$ cat src/rtl/bram_stream_reader_pkg.sv
// Shared defaults and types for the feature-map BRAM read path.
package cnn_mem_pkg;
  localparam int ADDR_W_DEF  = 16;
  localparam int DATA_W_DEF  = 8;
  localparam int BRAM_RD_LAT = 1;

  typedef enum logic [1:0] {IDLE, READ, DRAIN} rd_state_t;
endpackage

$ cat src/rtl/bram_stream_reader_if.sv
// Command, BRAM port-B and output stream bundle of the reader; slave = reader side.
interface bram_stream_reader_if
  import cnn_mem_pkg::*;
#(
  parameter int ADDR_W = ADDR_W_DEF,
  parameter int DATA_W = DATA_W_DEF
);
  logic              start;
  logic [ADDR_W-1:0] base_addr;
  logic [ADDR_W-1:0] len;
  logic              bank_sel;
  logic              busy;
  logic              done;
  logic              enb;
  logic              enb1;
  logic [ADDR_W-1:0] addrb;
  logic [DATA_W-1:0] doutb;
  logic [DATA_W-1:0] m_data;
  logic              m_valid;
  logic              m_ready;
  logic              m_last;

  modport slave (
    input  start, base_addr, len, bank_sel, doutb, m_ready,
    output busy, done, enb, enb1, addrb, m_data, m_valid, m_last
  );

  modport master (
    output start, base_addr, len, bank_sel, doutb, m_ready,
    input  busy, done, enb, enb1, addrb, m_data, m_valid, m_last
  );
endinterface

$ cat src/rtl/bram_stream_reader_fifo.sv
// Two-entry register FIFO; 0-cycle read of the head, push and pop may coincide.
// Callers never push when full nor pop when empty.
module stream_fifo2 #(
  parameter int W = 8
) (
  input  logic         clk,
  input  logic         rst_n,
  input  logic         push_i,
  input  logic [W-1:0] push_dat_i,
  input  logic         pop_i,
  output logic [W-1:0] pop_dat_o,
  output logic [1:0]   count_o,
  output logic         full_o,
  output logic         empty_o
);
  logic [W-1:0] mem_q [2];
  logic         wr_ptr_q;
  logic         rd_ptr_q;
  logic [1:0]   count_q;
  logic [1:0]   count_d;

  always_comb begin
    count_d = count_q;
    if (push_i && !pop_i) count_d = count_q + 2'd1;
    if (!push_i && pop_i) count_d = count_q - 2'd1;
  end

  always_ff @(posedge clk or negedge rst_n) begin
    if (!rst_n) begin
      mem_q[0] <= '0;
      mem_q[1] <= '0;
      wr_ptr_q <= 1'b0;
      rd_ptr_q <= 1'b0;
      count_q  <= 2'd0;
    end else begin
      if (push_i) begin
        mem_q[wr_ptr_q] <= push_dat_i;
        wr_ptr_q        <= ~wr_ptr_q;
      end
      if (pop_i) rd_ptr_q <= ~rd_ptr_q;
      count_q <= count_d;
    end
  end

  assign pop_dat_o = mem_q[rd_ptr_q];
  assign count_o   = count_q;
  assign full_o    = (count_q == 2'd2);
  assign empty_o   = (count_q == 2'd0);
endmodule

$ cat src/rtl/bram_stream_reader.sv
// Port-B read sequencer: streams len words of one bank from base_addr; first beat 3 clks after start.
// Reads are throttled so buffered + in-flight words never exceed 2, so backpressure loses nothing.
module bram_stream_reader
  import cnn_mem_pkg::*;
#(
  parameter int ADDR_W = ADDR_W_DEF,
  parameter int DATA_W = DATA_W_DEF
) (
  input logic                 clk,
  input logic                 rst_n,
  bram_stream_reader_if.slave bus
);
  rd_state_t         state_q, state_d;
  logic [ADDR_W-1:0] addr_q, addr_d;
  logic [ADDR_W-1:0] rem_q, rem_d;
  logic [ADDR_W-1:0] addrb_q, addrb_d;
  logic              bank_q, bank_d;
  logic              infl_q, infl_d;
  logic              infl_last_q, infl_last_d;
  logic              done_q, done_d;

  logic              issue;
  logic              pop;
  logic              fifo_empty;
  logic              fifo_full;
  logic [1:0]        fifo_cnt;
  logic [DATA_W:0]   fifo_dat;

  assign pop = !fifo_empty && bus.m_ready;

  always_comb begin
    state_d     = state_q;
    addr_d      = addr_q;
    rem_d       = rem_q;
    addrb_d     = addrb_q;
    bank_d      = bank_q;
    infl_d      = 1'b0;
    infl_last_d = 1'b0;
    done_d      = 1'b0;
    issue       = 1'b0;
    case (state_q)
      IDLE: begin
        if (bus.start) begin
          if (bus.len == '0) begin
            done_d = 1'b1;
          end else begin
            state_d = READ;
            addr_d  = bus.base_addr;
            rem_d   = bus.len;
            bank_d  = bus.bank_sel;
          end
        end
      end
      READ: begin
        // A same-cycle pop frees a slot, keeping 1 word/clk at full occupancy.
        if ((({1'b0, fifo_cnt} + {2'b00, infl_q}) < 3'd2) || pop) begin
          issue       = 1'b1;
          addrb_d     = addr_q;
          addr_d      = addr_q + ADDR_W'(1);
          rem_d       = rem_q - ADDR_W'(1);
          infl_d      = 1'b1;
          infl_last_d = (rem_q == ADDR_W'(1));
          if (rem_q == ADDR_W'(1)) state_d = DRAIN;
        end
      end
      DRAIN: begin
        if (pop && fifo_dat[DATA_W]) begin
          state_d = IDLE;
          done_d  = 1'b1;
        end
      end
      default: state_d = IDLE;
    endcase
  end

  always_ff @(posedge clk or negedge rst_n) begin
    if (!rst_n) begin
      state_q     <= IDLE;
      addr_q      <= '0;
      rem_q       <= '0;
      addrb_q     <= '0;
      bank_q      <= 1'b0;
      infl_q      <= 1'b0;
      infl_last_q <= 1'b0;
      done_q      <= 1'b0;
    end else begin
      state_q     <= state_d;
      addr_q      <= addr_d;
      rem_q       <= rem_d;
      addrb_q     <= addrb_d;
      bank_q      <= bank_d;
      infl_q      <= infl_d;
      infl_last_q <= infl_last_d;
      done_q      <= done_d;
    end
  end

  // Each entry carries its last-of-job flag alongside the data word.
  stream_fifo2 #(.W(DATA_W + 1)) u_fifo (
    .clk        (clk),
    .rst_n      (rst_n),
    .push_i     (infl_q),
    .push_dat_i ({infl_last_q, bus.doutb}),
    .pop_i      (pop),
    .pop_dat_o  (fifo_dat),
    .count_o    (fifo_cnt),
    .full_o     (fifo_full),
    .empty_o    (fifo_empty)
  );

  assign bus.enb     = issue && !bank_q;
  assign bus.enb1    = issue && bank_q;
  assign bus.addrb   = issue ? addr_q : addrb_q;
  assign bus.busy    = (state_q != IDLE);
  assign bus.done    = done_q;
  assign bus.m_valid = !fifo_empty;
  assign bus.m_data  = fifo_dat[DATA_W-1:0];
  assign bus.m_last  = !fifo_empty && fifo_dat[DATA_W];
endmodule

$ cat src/flat_wrapper.sv
// flat-port wrapper written by rule: the top's interface ports become plain ports
module bram_stream_reader_flat import cnn_mem_pkg::*;
#(
  parameter int ADDR_W = ADDR_W_DEF,
  parameter int DATA_W = DATA_W_DEF
)
  (clk, rst_n, bus_start, bus_base_addr, bus_len, bus_bank_sel, bus_doutb, bus_m_ready, bus_busy, bus_done, bus_enb, bus_enb1, bus_addrb, bus_m_data, bus_m_valid, bus_m_last);
  bram_stream_reader_if #(.ADDR_W(ADDR_W), .DATA_W(DATA_W)) bus_i ();
  input logic clk;
  input logic rst_n;
  input wire logic [$bits(bus_i.start)-1:0] bus_start;
  input wire logic [$bits(bus_i.base_addr)-1:0] bus_base_addr;
  input wire logic [$bits(bus_i.len)-1:0] bus_len;
  input wire logic [$bits(bus_i.bank_sel)-1:0] bus_bank_sel;
  input wire logic [$bits(bus_i.doutb)-1:0] bus_doutb;
  input wire logic [$bits(bus_i.m_ready)-1:0] bus_m_ready;
  output wire logic [$bits(bus_i.busy)-1:0] bus_busy;
  output wire logic [$bits(bus_i.done)-1:0] bus_done;
  output wire logic [$bits(bus_i.enb)-1:0] bus_enb;
  output wire logic [$bits(bus_i.enb1)-1:0] bus_enb1;
  output wire logic [$bits(bus_i.addrb)-1:0] bus_addrb;
  output wire logic [$bits(bus_i.m_data)-1:0] bus_m_data;
  output wire logic [$bits(bus_i.m_valid)-1:0] bus_m_valid;
  output wire logic [$bits(bus_i.m_last)-1:0] bus_m_last;
  assign bus_i.start = bus_start;
  assign bus_i.base_addr = bus_base_addr;
  assign bus_i.len = bus_len;
  assign bus_i.bank_sel = bus_bank_sel;
  assign bus_i.doutb = bus_doutb;
  assign bus_i.m_ready = bus_m_ready;
  assign bus_busy = bus_i.busy;
  assign bus_done = bus_i.done;
  assign bus_enb = bus_i.enb;
  assign bus_enb1 = bus_i.enb1;
  assign bus_addrb = bus_i.addrb;
  assign bus_m_data = bus_i.m_data;
  assign bus_m_valid = bus_i.m_valid;
  assign bus_m_last = bus_i.m_last;
  bram_stream_reader #(.ADDR_W(ADDR_W), .DATA_W(DATA_W)) u_core (.clk(clk), .rst_n(rst_n), .bus(bus_i));
endmodule
$ cat config.mk
export PLATFORM = sky130hd
export DESIGN_NAME = bram_stream_reader_flat
export DESIGN_NICKNAME = d
export VERILOG_FILES = /design/src/rtl/bram_stream_reader_pkg.sv /design/src/rtl/bram_stream_reader_if.sv /design/src/rtl/bram_stream_reader_fifo.sv /design/src/rtl/bram_stream_reader.sv /design/src/flat_wrapper.sv
export SDC_FILE = /design/constraint.sdc
export NUM_CORES = 1
export LEC_CHECK = 0
export BUFFER_PORTS_ARGS = -buffer_cell sky130_fd_sc_hd__buf_4
export CAP_MARGIN = 0
export CORE_MARGIN = 1
export CORE_UTILIZATION = 35
export CTS_CLUSTER_DIAMETER = 80
export DETAILED_ROUTE_END_ITERATION = 10
export HOLD_SLACK_MARGIN = 0.03
export SLEW_MARGIN = 20
export SYNTH_ARGS = -nofsm -noshare
export SYNTH_HDL_FRONTEND = slang
export SYNTH_SLANG_ARGS = --single-unit
export TNS_END_PERCENT = 100
$ cat constraint.sdc
create_clock -name clk -period 2.9 [get_ports clk]
set_input_delay 0 -clock clk [delete_from_list [all_inputs] [get_ports clk]]
set_output_delay 0 -clock clk [all_outputs]
set_load 0.01 [all_outputs]
==> metrics, run 1 <==
status=completed; total CTS buffers=9; CTS H-tree lvls=3; clock skew=0.00701 ns; Horiz. Die Dim=106 um; post-layout util=49.5%; CP Max Fanout=30; TritonCTS clock tree=done; global-route wire length before repair=15.6 mm; final antenna-violating net count=0; PortBufs=74; worst path required time=3.14 ns; initial antenna violation count=0; max-slew violation count=0; Post-Syn Nets=428; final setup violation count=0; Setup WS post-layout=0.497 ns; sequential share of the synthesized area=50.2%; crit end category=register; slowest stage cell, crit path=or4_1; Max transition margin=47.8%; post-CTS sizing=0; wirelength, routed=9.37 mm; Yosys cell types=44; num ports=75; routed wl met3=384 um; Via density=5.19; core area=10,400 um2; # fillers=968; commonest cells after routing, fill and taps aside=81 x buf_4, 76 x dfrtp_1, 46 x nand2_1; CTS Sinks=76; crit path cell chain=or4_1, nor3_1, a211o_1, buf_4, a21oi_1, o22a_1; top-area cell type share of the netlist area=50.2%; cell family with most CP delay=simple AND/OR/NAND/NOR gates; Vias=3,289; TNS Setup=0 ns; RD Place Congestion=0.817; slew of the pin with the lowest slew margin=0.780 ns; fin nets=542; wire per inst=14.8 um; crit path kind=reg2reg; Arr. time, crit path=2.64 ns; global route total overflow=0; Ys Warns=0; Buf/Inv on CP=1; WL met1=4.46 mm; Seq cells post-synth=76; met2 WL=4.44 mm; Longest Clk Path Bufs=2; share of layout cells above drive strength 1=29.5%; Syn Inst Count=379; drt drc=0; Die Area=11,300 um2; crit-path max cell delay=0.53 ns; Final Critical Period=2.40 ns; Area contributors post-synth=dfrtp_1 50%, mux2_2 12%, nand2_1 4.6%; Min Hold Slack=0.0527 ns; top sig layer=met4; Clock Latency Late Sink=0.35 ns; Final period util=82.9%; leakage power total=2.26 nW; vias in the first global route=3,168; DR iter-0 viols=211; CTS root buf=clkbuf_8; Final Hold Vio Count=0; setup bufs post-CTS=0; DP Worst Slack=0.525 ns; # diodes=0; detailed placement HPWL=6.16 mm; Layout area overhead=35.9%; Max-Cap Viols=0; fin area=5150 um2; RSZ-0062 raised after global routing=no; fmax=0.416 GHz; average size of a mapped cell=10.0 um2; Synth area leader=dfrtp_1; synthesized cell area=3790 um2; FP Rows=37; router iterations before antenna repair=4; clock-pin transition on the worst setup and hold timing paths=0.08 ns; Hold/Removal Path Class=in2reg; dpl cell area=4520 um2; Cell Pwr Density=979 nW/um2; Initial Utilization=36.4%; Tot GR Track Use=17.6%; largest net degree at the start of global routing=77; Chip Height=106 um; commonest non-fill, non-tap cell in the layout=buf_4; maximum vdd ir drop=0.452 mV; CP startpoint kind=register
[metrics by stage]
step / std cells / total power (W)
floorplan: 379 / 0.00331
global placement: 577 / 0.00408
detailed placement: 577 / 0.00414
CTS: 633 / 0.00509
global route: 634 / 0.00544
finish: 634 / 0.00504
[where the power goes]
| group | internal (W) | switching (W) | total, W |
|---|---|---|---|
| combinational | 0.00116 | 0.00104 | 0.00220 |
| sequential | 0.00155 | 0.000416 | 0.00197 |
| clock | 0.000481 | 0.000399 | 0.000880 |
| total | 0.00319 | 0.00185 | 0.00504 |
[flip-flops by register name, summed over array words and instances, names as in the netlist]
register / flops
u_core.addr_q: 16
u_core.addrb_q: 16
u_core.bank_q: 1
u_core.bus.done: 1
u_core.infl_last_q: 1
u_core.infl_q: 1
u_core.rem_q: 16
u_core.state_q: 2
u_core.u_fifo.count_o: 2
u_core.u_fifo.mem_q: 18
u_core.u_fifo.rd_ptr_q: 1
u_core.u_fifo.wr_ptr_q: 1
[worst register-to-register path, cell delays in order, from the launching register on]
cell	delay, ns
dfrtp_1	0.47
or4_1	0.53
nor3_1	0.48
a211o_1	0.21
buf_4	0.30
a21oi_1	0.08
o22a_1	0.22
[final timing paths]
kind / startpoint / endpoint / slack [ns] / depth (start not counted)
min: bus_len[12] / u_core.rem_q[12] / 0.05 / 4
min in group asynchronous: rst_n / u_core.u_fifo.count_o[1] / 0.15 / 2
max reg2reg: u_core.state_q[1] / u_core.addr_q[11] / 0.50 / 6
max: u_core.state_q[1] / u_core.addr_q[11] / 0.50 / 6
max in group asynchronous: rst_n / u_core.addrb_q[8] / 2.15 / 3
min reg2reg: u_core.addrb_q[14] / u_core.addrb_q[14] / 0.48 / 2
[timing repair]
item | 4_1_cts | 5_1_grt
endpoints found under the hold margin | 124 | 0
hold buffers | 40 | 0
endpoints found under the setup margin | 0 | 0
[logic make-up after synthesis]
kind of cell	synth area share (%)
fa+ha+maj	1.32
xor+xnor	1.16
compound gates	16.7
mux	11.8
simple gates	15.9
buf+inv	2.94
flops	50.2
[routing by layer]
metal	track usage (%)	vias to the layer above
met3	3.00	8
met1	23.9	1575
li1	-	1613
met5	0	-
met4	5.46	0
met2	28.4	93
[final cells by class]
type / count / area [um2] / area share (%)
flip-flops and latches: 76 / 1900 / 36.9
clock buffers: 9 / 124 / 2.40
multi-input cells: 274 / 1800 / 34.9
repair buffers: 122 / 1030 / 20.0
inverters: 10 / 37.5 / 0.729
clock inverters: 7 / 91.3 / 1.77
well taps: 136 / 170 / 3.30
[Yosys cell counts]
master     number
xnor2_1         3
and3_1          3
nand2_1        46
or3b_4          1
nand3_1        14
a41oi_1         2
a211oi_1        1
ha_1            4
dfrtp_1        76
nor3_1          9
a32oi_1         2
and2_1          2
a21oi_2         1
mux2_2         39
a2bb2oi_1      11
nand4_1         2
a22oi_1         1
or4_1           1
o211ai_1        2
or3_1           2
o21a_1          2
or2_2           2
and4b_1         1
o2bb2ai_1       1
or4_2           2
o31ai_1         1
or4_4           2
a211o_1         1
buf_2           2
nor2_1         26
mux2i_1         1
xor2_1          2
o21bai_1        2
o22a_1          4
a21oi_1        30
clkbuf_1       17
nand2b_1        2
inv_1          10
a31oi_1         2
nor4_1          7
o21ai_0        21
a22o_1          2
nor3b_1         3
o22ai_1        14
Power figures use the tool's default switching activity.
==> inputs of run 2 (changes only) <==
- clock period: 2.9 -> 2.4 ns (I/O delays scaled with it)
==> run 2 against run 1 <==
Effect of this change: first-iteration DRC count shrank 14%; largest cell class unchanged; critical path type unchanged; core utilization is 0.60 points higher; clock skew is 0.0019 ns higher; global-route usage decreased by 0.15 points; power rose by 22%; worst setup slack worse by 0.36 ns; cell count up 0.63%; die area stayed put; critical endpoint is now u_core.rem_q[10].
==> metrics, run 2 (synthesis results as in run 1) <==
Final Critical Period=2.26 ns (was 2.40 ns); largest net degree at the start of global routing=77 (unchanged); Cell Pwr Density=1180 nW/um2 (was 979 nW/um2); slowest stage cell, crit path=or4_4 (was or4_1); max-slew violation count=0 (unchanged); CP startpoint kind=register (unchanged); Layout area overhead=37.5% (was 35.9%); Arr. time, crit path=2.53 ns (was 2.64 ns); leakage power total=2.29 nW (was 2.26 nW); Max transition margin=44.6% (was 47.8%); share of layout cells above drive strength 1=30.1% (was 29.5%); fmax=0.442 GHz (was 0.416 GHz); status=completed (unchanged); slew of the pin with the lowest slew margin=0.830 ns (was 0.780 ns); crit path cell chain=or4_4, or3b_4, or4_4, a21oi_2, a2bb2oi_1 (was or4_1, nor3_1, a211o_1, buf_4, a21oi_1, o22a_1); clock skew=0.00890 ns (was 0.00701 ns); Chip Height=106 um (unchanged); drt drc=0 (unchanged); CTS Sinks=76 (unchanged); setup bufs post-CTS=0 (unchanged); total power=0.00615 W (was 0.00504 W); global-route wire length before repair=15.5 mm (was 15.6 mm); num ports=75 (unchanged); wirelength, routed=9.33 mm (was 9.37 mm); max reg flops=18 (unchanged); cell family with most CP delay=simple AND/OR/NAND/NOR gates (unchanged); CTS root buf=clkbuf_8 (unchanged); placed cells=580 (was 577); Tot GR Track Use=17.4% (was 17.6%); initial antenna violation count=0 (unchanged); total CTS buffers=9 (unchanged); vias in the first global route=3,160 (was 3,168); Buf/Inv on CP=0 (was 1); Top reg by flops=u_core.u_fifo.mem_q (unchanged); RSZ-0062 raised after global routing=no (unchanged); final antenna-violating net count=0 (unchanged); Initial Utilization=36.4% (unchanged); crit end category=register (unchanged); post-route insts no fill=638 (was 634); Critical Path Most Common Cell=or4_4; CTS H-tree lvls=3 (unchanged); Min Hold Slack=0.0389 ns (was 0.0527 ns); Final Hold Vio Count=0 (unchanged); post-CTS sizing=0 (unchanged); # diodes=0 (unchanged); Max-Cap Viols=0 (unchanged); crit-path max cell delay=0.57 ns (was 0.53 ns); crit path kind=reg2reg (unchanged); Hold/Removal Path Class=in2reg (unchanged); commonest non-fill, non-tap cell in the layout=buf_4 (unchanged); RD Place Congestion=0.805 (was 0.817); detailed placement HPWL=6.09 mm (was 6.16 mm); core area=10,400 um2 (unchanged); commonest cells after routing, fill and taps aside=83 x buf_4, 76 x dfrtp_1, 46 x nand2_1 (was 81 x buf_4, 76 x dfrtp_1, 46 x nand2_1); router iterations before antenna repair=4 (unchanged); Final period util=94.2% (was 82.9%); CP Max Fanout=6 (was 30); Via density=5.20 (was 5.19); Clock Latency Late Sink=0.35 ns (about the same); DR iter-0 viols=182 (was 211); fin nets=546 (was 542); Die Area=11,300 um2 (unchanged); # fillers=949 (was 968); Longest Clk Path Bufs=2 (unchanged); final setup violation count=0 (unchanged); wire per inst=14.6 um (was 14.8 um); TritonCTS clock tree=done (unchanged); global route total overflow=0 (unchanged); maximum vdd ir drop=0.551 mV (was 0.452 mV); worst path required time=2.67 ns (was 3.14 ns); PortBufs=74 (unchanged); FP Rows=37 (unchanged); clock-pin transition on the worst setup and hold timing paths=0.08 ns (about the same); TNS Setup=0 ns (unchanged); Vias=3,320 (was 3,289); Horiz. Die Dim=106 um (unchanged)
## run 2: changes by cell type in the layout (fill, tap and decap cells not counted)
cell / delta
buf_4: +2
buf_16: +1
clkinv_4: +1
clkinv_2: -2
a211oi_2: +1
inv_6: +1
## run 2: repair_timing
item                                    CTS  global route
hold buffers                             40             0
endpoints found under the hold margin   124             0
endpoints found under the setup margin    0             2
## run 2: layout make-up
type	count	area, um2	share of cell area (%)
Clock inverter	7	98.8	1.90
Sequential cell	76	1900	36.5
Inverter	10	37.5	0.720
Tap cell	136	170	3.26
Multi-Input combinational cell	275	1810	34.7
Clock buffer	9	124	2.38
Timing Repair Buffer	125	1070	20.5
## run 2: path summary, 6_finish.rpt
| path | depth (start not counted) | slack [ns] | to | start |
|---|---|---|---|---|
| min reg2reg | 2 | 0.49 | u_core.addrb_q[14] | u_core.addrb_q[14] |
| max in group asynchronous | 3 | 1.76 | u_core.rem_q[8] | rst_n |
| min | 4 | 0.04 | u_core.rem_q[12] | bus_len[12] |
| max | 5 | 0.14 | u_core.rem_q[10] | u_core.rem_q[4] |
| max reg2reg | 5 | 0.14 | u_core.rem_q[10] | u_core.rem_q[4] |
| min in group asynchronous | 2 | 0.07 | u_core.u_fifo.rd_ptr_q | rst_n |
## run 2: where the power goes
part	internal, W	switching, W
logic	0.00143	0.00127
clock network	0.000590	0.000490
registers	0.00187	0.000498
## run 2: per-layer routing
| layer | share of wire [%] | up-vias | track usage (%) | wire (um) |
|---|---|---|---|---|
| met3 | 5.1 | 5 | 4.23 | 477 |
| met2 | 47 | 104 | 28.9 | 4430 |
| met1 | 47 | 1589 | 23.3 | 4390 |
| li1 | - | 1622 | - | - |
| met4 | 0.39 | 0 | 2.98 | 36 |
| met5 | 0 | - | 0 | 0 |
## run 2: through the flow
stage	util (%)	instance area, um2	setup slack [ns]
2_1_floorplan	-	3790	0.259
3_3_place_gp	43.7	4550	0.182
3_5_place_dp	43.7	4550	0.141
4_1_cts	49.7	5170	0.119
5_1_grt	50.1	5210	0.0802
6_report	50.1	5210	0.139
## run 2: worst min-delay path, cell delays in order
cell	delay [ns]
buf_4	0.08
nor2_1	0.03
a21oi_1	0.10
o22a_1	0.14
